==> src/rtl/stream_arb2.sv <==
// stream_arb2: two-input round-robin stream arbiter with packet locking.
// Output is a single register stage. o_sel names the source input and
// drives the select of the downstream two-way mux.
module stream_arb2 #(
    parameter int WIDTH = 16
) (
    input  logic             i_clk,
    input  logic             i_rst,
    input  logic             i_valid_0,
    input  logic [WIDTH-1:0] i_data_0,
    input  logic             i_last_0,
    output logic             o_ready_0,
    input  logic             i_valid_1,
    input  logic [WIDTH-1:0] i_data_1,
    input  logic             i_last_1,
    output logic             o_ready_1,
    output logic             o_valid,
    output logic [WIDTH-1:0] o_data,
    output logic             o_last,
    output logic             o_sel,
    input  logic             i_ready
);

    typedef enum logic [1:0] {
        IDLE   = 2'd0,
        LOCK_0 = 2'd1,
        LOCK_1 = 2'd2
    } state_t;

    state_t           state_q, state_d;
    logic             ptr_q, ptr_d;       // input that wins the next tie
    logic             o_valid_q, o_valid_d;
    logic [WIDTH-1:0] o_data_q, o_data_d;
    logic             o_last_q, o_last_d;
    logic             o_sel_q, o_sel_d;

    logic             grant;
    logic             load_en;
    logic             g_valid;
    logic             g_last;
    logic [WIDTH-1:0] g_data;
    logic             xfer;

    // Grant selection: locked input wins outright, otherwise single
    // requester wins, otherwise the pointer decides (also with no requests).
    always_comb begin
        grant = ptr_q;
        unique case (state_q)
            LOCK_0: grant = 1'b0;
            LOCK_1: grant = 1'b1;
            default: begin
                if (i_valid_0 && !i_valid_1)
                    grant = 1'b0;
                else if (i_valid_1 && !i_valid_0)
                    grant = 1'b1;
                else
                    grant = ptr_q;
            end
        endcase
    end

    // The output register can take a new beat when empty or draining.
    assign load_en   = !o_valid_q || i_ready;
    assign o_ready_0 = load_en && (grant == 1'b0);
    assign o_ready_1 = load_en && (grant == 1'b1);

    assign g_valid = grant ? i_valid_1 : i_valid_0;
    assign g_last  = grant ? i_last_1  : i_last_0;
    assign g_data  = grant ? i_data_1  : i_data_0;
    assign xfer    = load_en && g_valid;

    // Arbiter next state: only a granted transfer moves the FSM or pointer.
    always_comb begin
        state_d = state_q;
        ptr_d   = ptr_q;
        if (xfer) begin
            if (g_last) begin
                state_d = IDLE;
                ptr_d   = !grant;
            end else begin
                state_d = grant ? LOCK_1 : LOCK_0;
            end
        end
    end

    // Output register next value: load on transfer, drop valid on an empty
    // load slot, hold everything while stalled.
    always_comb begin
        o_valid_d = o_valid_q;
        o_data_d  = o_data_q;
        o_last_d  = o_last_q;
        o_sel_d   = o_sel_q;
        if (load_en) begin
            o_valid_d = xfer;
            if (xfer) begin
                o_data_d = g_data;
                o_last_d = g_last;
                o_sel_d  = grant;
            end
        end
    end

    // State and output flops; reset drops any held beat.
    always_ff @(posedge i_clk or posedge i_rst) begin
        if (i_rst) begin
            state_q   <= IDLE;
            ptr_q     <= 1'b0;
            o_valid_q <= 1'b0;
            o_data_q  <= '0;
            o_last_q  <= 1'b0;
            o_sel_q   <= 1'b0;
        end else begin
            state_q   <= state_d;
            ptr_q     <= ptr_d;
            o_valid_q <= o_valid_d;
            o_data_q  <= o_data_d;
            o_last_q  <= o_last_d;
            o_sel_q   <= o_sel_d;
        end
    end

    assign o_valid = o_valid_q;
    assign o_data  = o_data_q;
    assign o_last  = o_last_q;
    assign o_sel   = o_sel_q;

endmodule

==> config.mk <==
export PLATFORM = sky130hd
export DESIGN_NAME = stream_arb2
export DESIGN_NICKNAME = d
export VERILOG_FILES = /design/src/rtl/stream_arb2.sv
export SDC_FILE = /design/constraint.sdc
export NUM_CORES = 1
export LEC_CHECK = 0
export BUFFER_PORTS_ARGS = -buffer_cell sky130_fd_sc_hd__buf_2
export CORE_UTILIZATION = 55
export CTS_CLUSTER_DIAMETER = 200
export CTS_CLUSTER_SIZE = 12
export DETAILED_ROUTE_END_ITERATION = 16
export GPL_ROUTABILITY_DRIVEN = 0
export PLACE_DENSITY_LB_ADDON = 0.1
export SLEW_MARGIN = 30
export SYNTH_ARGS = -nofsm -noshare
export SYNTH_HDL_FRONTEND = slang
export SYNTH_SLANG_ARGS = --single-unit
==> constraint.sdc <==
create_clock -name i_clk -period 2.9 [get_ports i_clk]
set_input_delay 0.725 -clock i_clk [delete_from_list [all_inputs] [get_ports i_clk]]
set_output_delay 0.725 -clock i_clk [all_outputs]
set_load 0.005 [all_outputs]
## Word level (Yosys, flattened, before mapping)

Index checks and enable logic that the tools add are counted.

| storage, ports and cells | value |
|---|---|
| flip-flop bits (word level) | 22 |
| input bits | 39 |
| output and inout port bits | 21 |
| word-level logic and storage cells | 29 |

| cells by class | value |
|---|---|
| eq/ne operators | 2 |
| muxes and demuxes | 8 |
| bitwise operators | 1 |
| reductions and logical operators | 12 |

Operators by type and width:

| operator | count |
|---|---|
| two-way mux 16 bit | 1 |
| logical AND 1 bit | 5 |
| zero test 1 bit | 4 |
| two-way mux 1 bit | 4 |
| two-way mux 2 bit | 2 |
| AND reduction 2 bit | 2 |
| equality test 2 x 1 -> 1 bit, second input constant | 1 |
| equality test 2 bit, second input constant | 1 |
| one-hot mux 1 bit (2 select lines) | 1 |
| logical OR 1 bit | 1 |
| NOT 1 bit | 1 |

## Longest topological paths before layout

| depth | value |
|---|---|
| word-level depth | 8 |
| gate-level depth with buffers | 8 |
| mapped depth without buffers | 6 |

## Worst setup path after synthesis

Ideal clock, no wire load.

| path | value |
|---|---|
| path kind | register to output |
| start point | reg state_q[1] |
| end point | out o_ready_0 |
| data arrival time | 1.482 ns |
| data required time | 2.175 ns |
| path slack | 0.693 ns |
| cell stages (with the launch flop) | 7 |
| buffers on the path | 2 |
| path through | dfrtp_1 -> ha_1 -> buf_2 -> buf_1 -> inv_1 -> o21a_1 -> and2_1 |

| between the ends | value |
|---|---|
| cells in the longest elaborated chain, start to end | 4 |
| elaborated cells between the ends (all ways) | 5 |
| those cells by class | 2 x eq/ne; 1 x mux; 1 x bitwise; 1 x reduce/logical |

Ends and longest elaborated chain:

| item | line | RTL |
|---|---|---|
| from (decl) | 30 | `state_t state_q, state_d;` |
| from (signal assigned) | 113 | `state_q <= state_d;` |
| equality test 2 bit or equality test 2 x 1 -> 1 bit (tied branches) | 48 | `unique case (state_q)` |
| one-hot mux 1 bit (2 select lines) * | 48 |  |
| NOT 1 bit * | 64 | `assign o_ready_0 = load_en && (grant == 1'b0);` |
| logical AND 1 bit * | 64 |  |
| to (decl) | 12 | `output logic o_ready_0,` |

Mark *: on every way between the ends. The rest lies on a longest branch, timed or not.

## Final worst setup path

Ends and elaborated chain as after synthesis.

==> flow_metrics.tcl <==
set metrics [dict create \
    seqCellArea_um2 550.5 \
    first_global_vias 1650 \
    die_x_um 59.42 \
    cp_cell_sequence "ha_1 > buf_4 > nand2b_1 > o21a_1 > and2_1 > buf_2" \
    final_common_cell "buf_2" \
    fmax_mhz 390.5 \
    ctsResizeCount 0 \
    critical_path.max_stage_delay_ns 0.42 \
    drv_slew 0 \
    die-area_um2 3530 \
    worst_slew_pin_slew_ns 0.3846 \
    dp.final_hpwl_um 3097 \
    cp_slowest_cell "dfrtp_1" \
    crit_required_ns 2.17 \
    vias 1814 \
    cap_violations 0 \
    io_buffers 59 \
    io_pins 60 \
    irDropWorstVdd_mv 0.4844 \
    area_delta_synth_final_pct 20.22 \
    placedCellCount 302 \
    drive_gt1_frac 0.3511 \
    antenna_cells 0 \
    ys_ff_latch 22 \
    cp_top_family "flip-flops" \
    clockBufferDepth 2 \
    drt_iter0_drc 70 \
    ys_types 30 \
    postCtsSetupBuffers 0 \
    finalCritPeriodShare 0.8830 \
    grt_setup_unrepaired "false" \
    rows 20 \
    max_slew_margin 0.7436 \
    coreArea_um2 3078 \
    multiInputGateArea_um2 1142 \
    wire_per_inst_um 14.26 \
    antenna_found_initial 0 \
    worstReg2RegEnd "o_data[11]" \
    min_period_ns 2.561 \
    wl_um 4363 \
    grt_max_degree 43 \
    path_max_fanout 14 \
    rr_worst_depth 7 \
    crit_type "reg2out" \
    final_net_count 304 \
    cts-buffers-inserted 3 \
    skew_ns 0.003551 \
    syn_nets 250 \
    reg2reg_slack_ns 0.83 \
    cts_htree_levels 1 \
    final_antenna_net_count 0 \
    start_util 0.5890 \
    overflow 0 \
    synth_edf_count 0 \
    crit_arrival_ns 1.84 \
    ys_seq_area_frac 0.3037 \
    synth_area_um2 1813 \
    drcViolationCount 0 \
    cp_num_buf_inv 2 \
    cts.sinks 22 \
    clk_latency_ns 0.31 \
    first_pass_iters 4 \
    powerDensity_nw_per_um2 1014 \
    synthFlopType "dfrtp_1" \
    synthArstFlopShare 1.000 \
    final.fill_count 278 \
    final_util 0.7081 \
    status "finished clean" \
    syn_inst 210 \
    yosys_warnings 0 \
    cts_hold_buf 0 \
    setup_tns_ns 0 \
    hold_path_class "in2async" \
    hold_viol 0 \
    crit_path_start_kind "flip-flop" \
    end_kind "output port" \
    die_h_um 59.42 \
    mostFrequentLayoutCells "buf_2, dfrtp_1, a21oi_1, nand2_1" \
    cts_tree "yes" \
    reg2reg_from "state_q[1]" \
    leakage_uw 0.0009273 \
    avgSynthCellArea_um2 8.633 \
    via_per_inst 5.928 \
    cts_root_buf "clkbuf_4" \
    track_usage 0.2668 \
    cts.clk_slew.worst_paths_ns 0.12 \
    fin_cells 306 \
    setup_viol 0 \
    grt_pass1_wl_um 7203 \
]
cells by family after synthesis:
family / Yosys count / share of synthesized area
flip-flops: 22 / 0.3037
multiplexers: 34 / 0.1994
buffers and inverters: 25 / 0.06900
AO/OA/AOI/OAI: 79 / 0.2850
AND/OR/NAND/NOR: 49 / 0.1360
adder cells (fa/ha/maj): 1 / 0.006900
worst max-delay path by stage:
stage          startpoint        end  depth (start not counted)
3_5_place_dp    i_valid_1  o_ready_0                          6
3_3_place_gp    i_valid_1  o_ready_0                          6
2_1_floorplan  state_q[1]  o_ready_0                          6
5_1_grt        state_q[1]  o_ready_0                          6
4_1_cts        state_q[1]  o_ready_0                          6
6_report       state_q[1]  o_ready_0                          6
routing by layer:
metal  part of all wire  GRT usage
met4              0.014    0.08163
met2               0.47     0.4623
met3              0.052    0.01965
met5                  0          0
met1               0.46     0.3525
power by group:
group	total (uW)	switching [uW]	internal (uW)	leakage, uW
logic	1520	765	753	0.000653
clock network	144	95.5	48.6	0.0000138
registers	548	82.5	465	0.000260
total	2210	943	1270	0.000927
registers in the layout, summed over array words and instances (netlist names):
name	count
o_sel	1
o_data	16
ptr_q	1
o_last	1
o_valid	1
state_q	2
cell usage after synthesis, types with 2 or more instances:
master    instances  area [um^2]
buf_2             7        35.03
nand2b_1          3        18.77
mux2i_1          17        170.2
o21ai_1           3        15.01
clkbuf_1          6        22.52
nand2_1          20        75.07
nor3_1           18        90.09
dfrtp_1          22        550.5
o22a_1           17        148.9
mux2_2           17        191.4
o21ai_0          17        85.08
o31ai_1          17        127.6
buf_4             6        45.04
a21oi_1          20        100.1
nor2b_1           2        12.51
inv_1             4        15.01
final cells by class:
cell class,count,area share
tap,44,0.02526
multi-input combinational,163,0.5241
inverter,5,0.008611
timing repair buffer,69,0.1791
sequential,22,0.2526
clock buffer,3,0.01033
through the flow:
stage	total power, uW	instance area [um^2]	setup slack [ns]	hold WS [ns]
finish	2210	2180	0.3392	0.3080
detailed placement	2066	2130	0.5213	0.4913
floorplan	1668	1813	0.6929	0.4886
CTS	2212	2152	0.3310	0.5195
global placement	2029	2130	0.5514	0.4865
global route	2412	2180	0.2061	0.3111
Note: power is estimated with default switching activity, not from simulation.
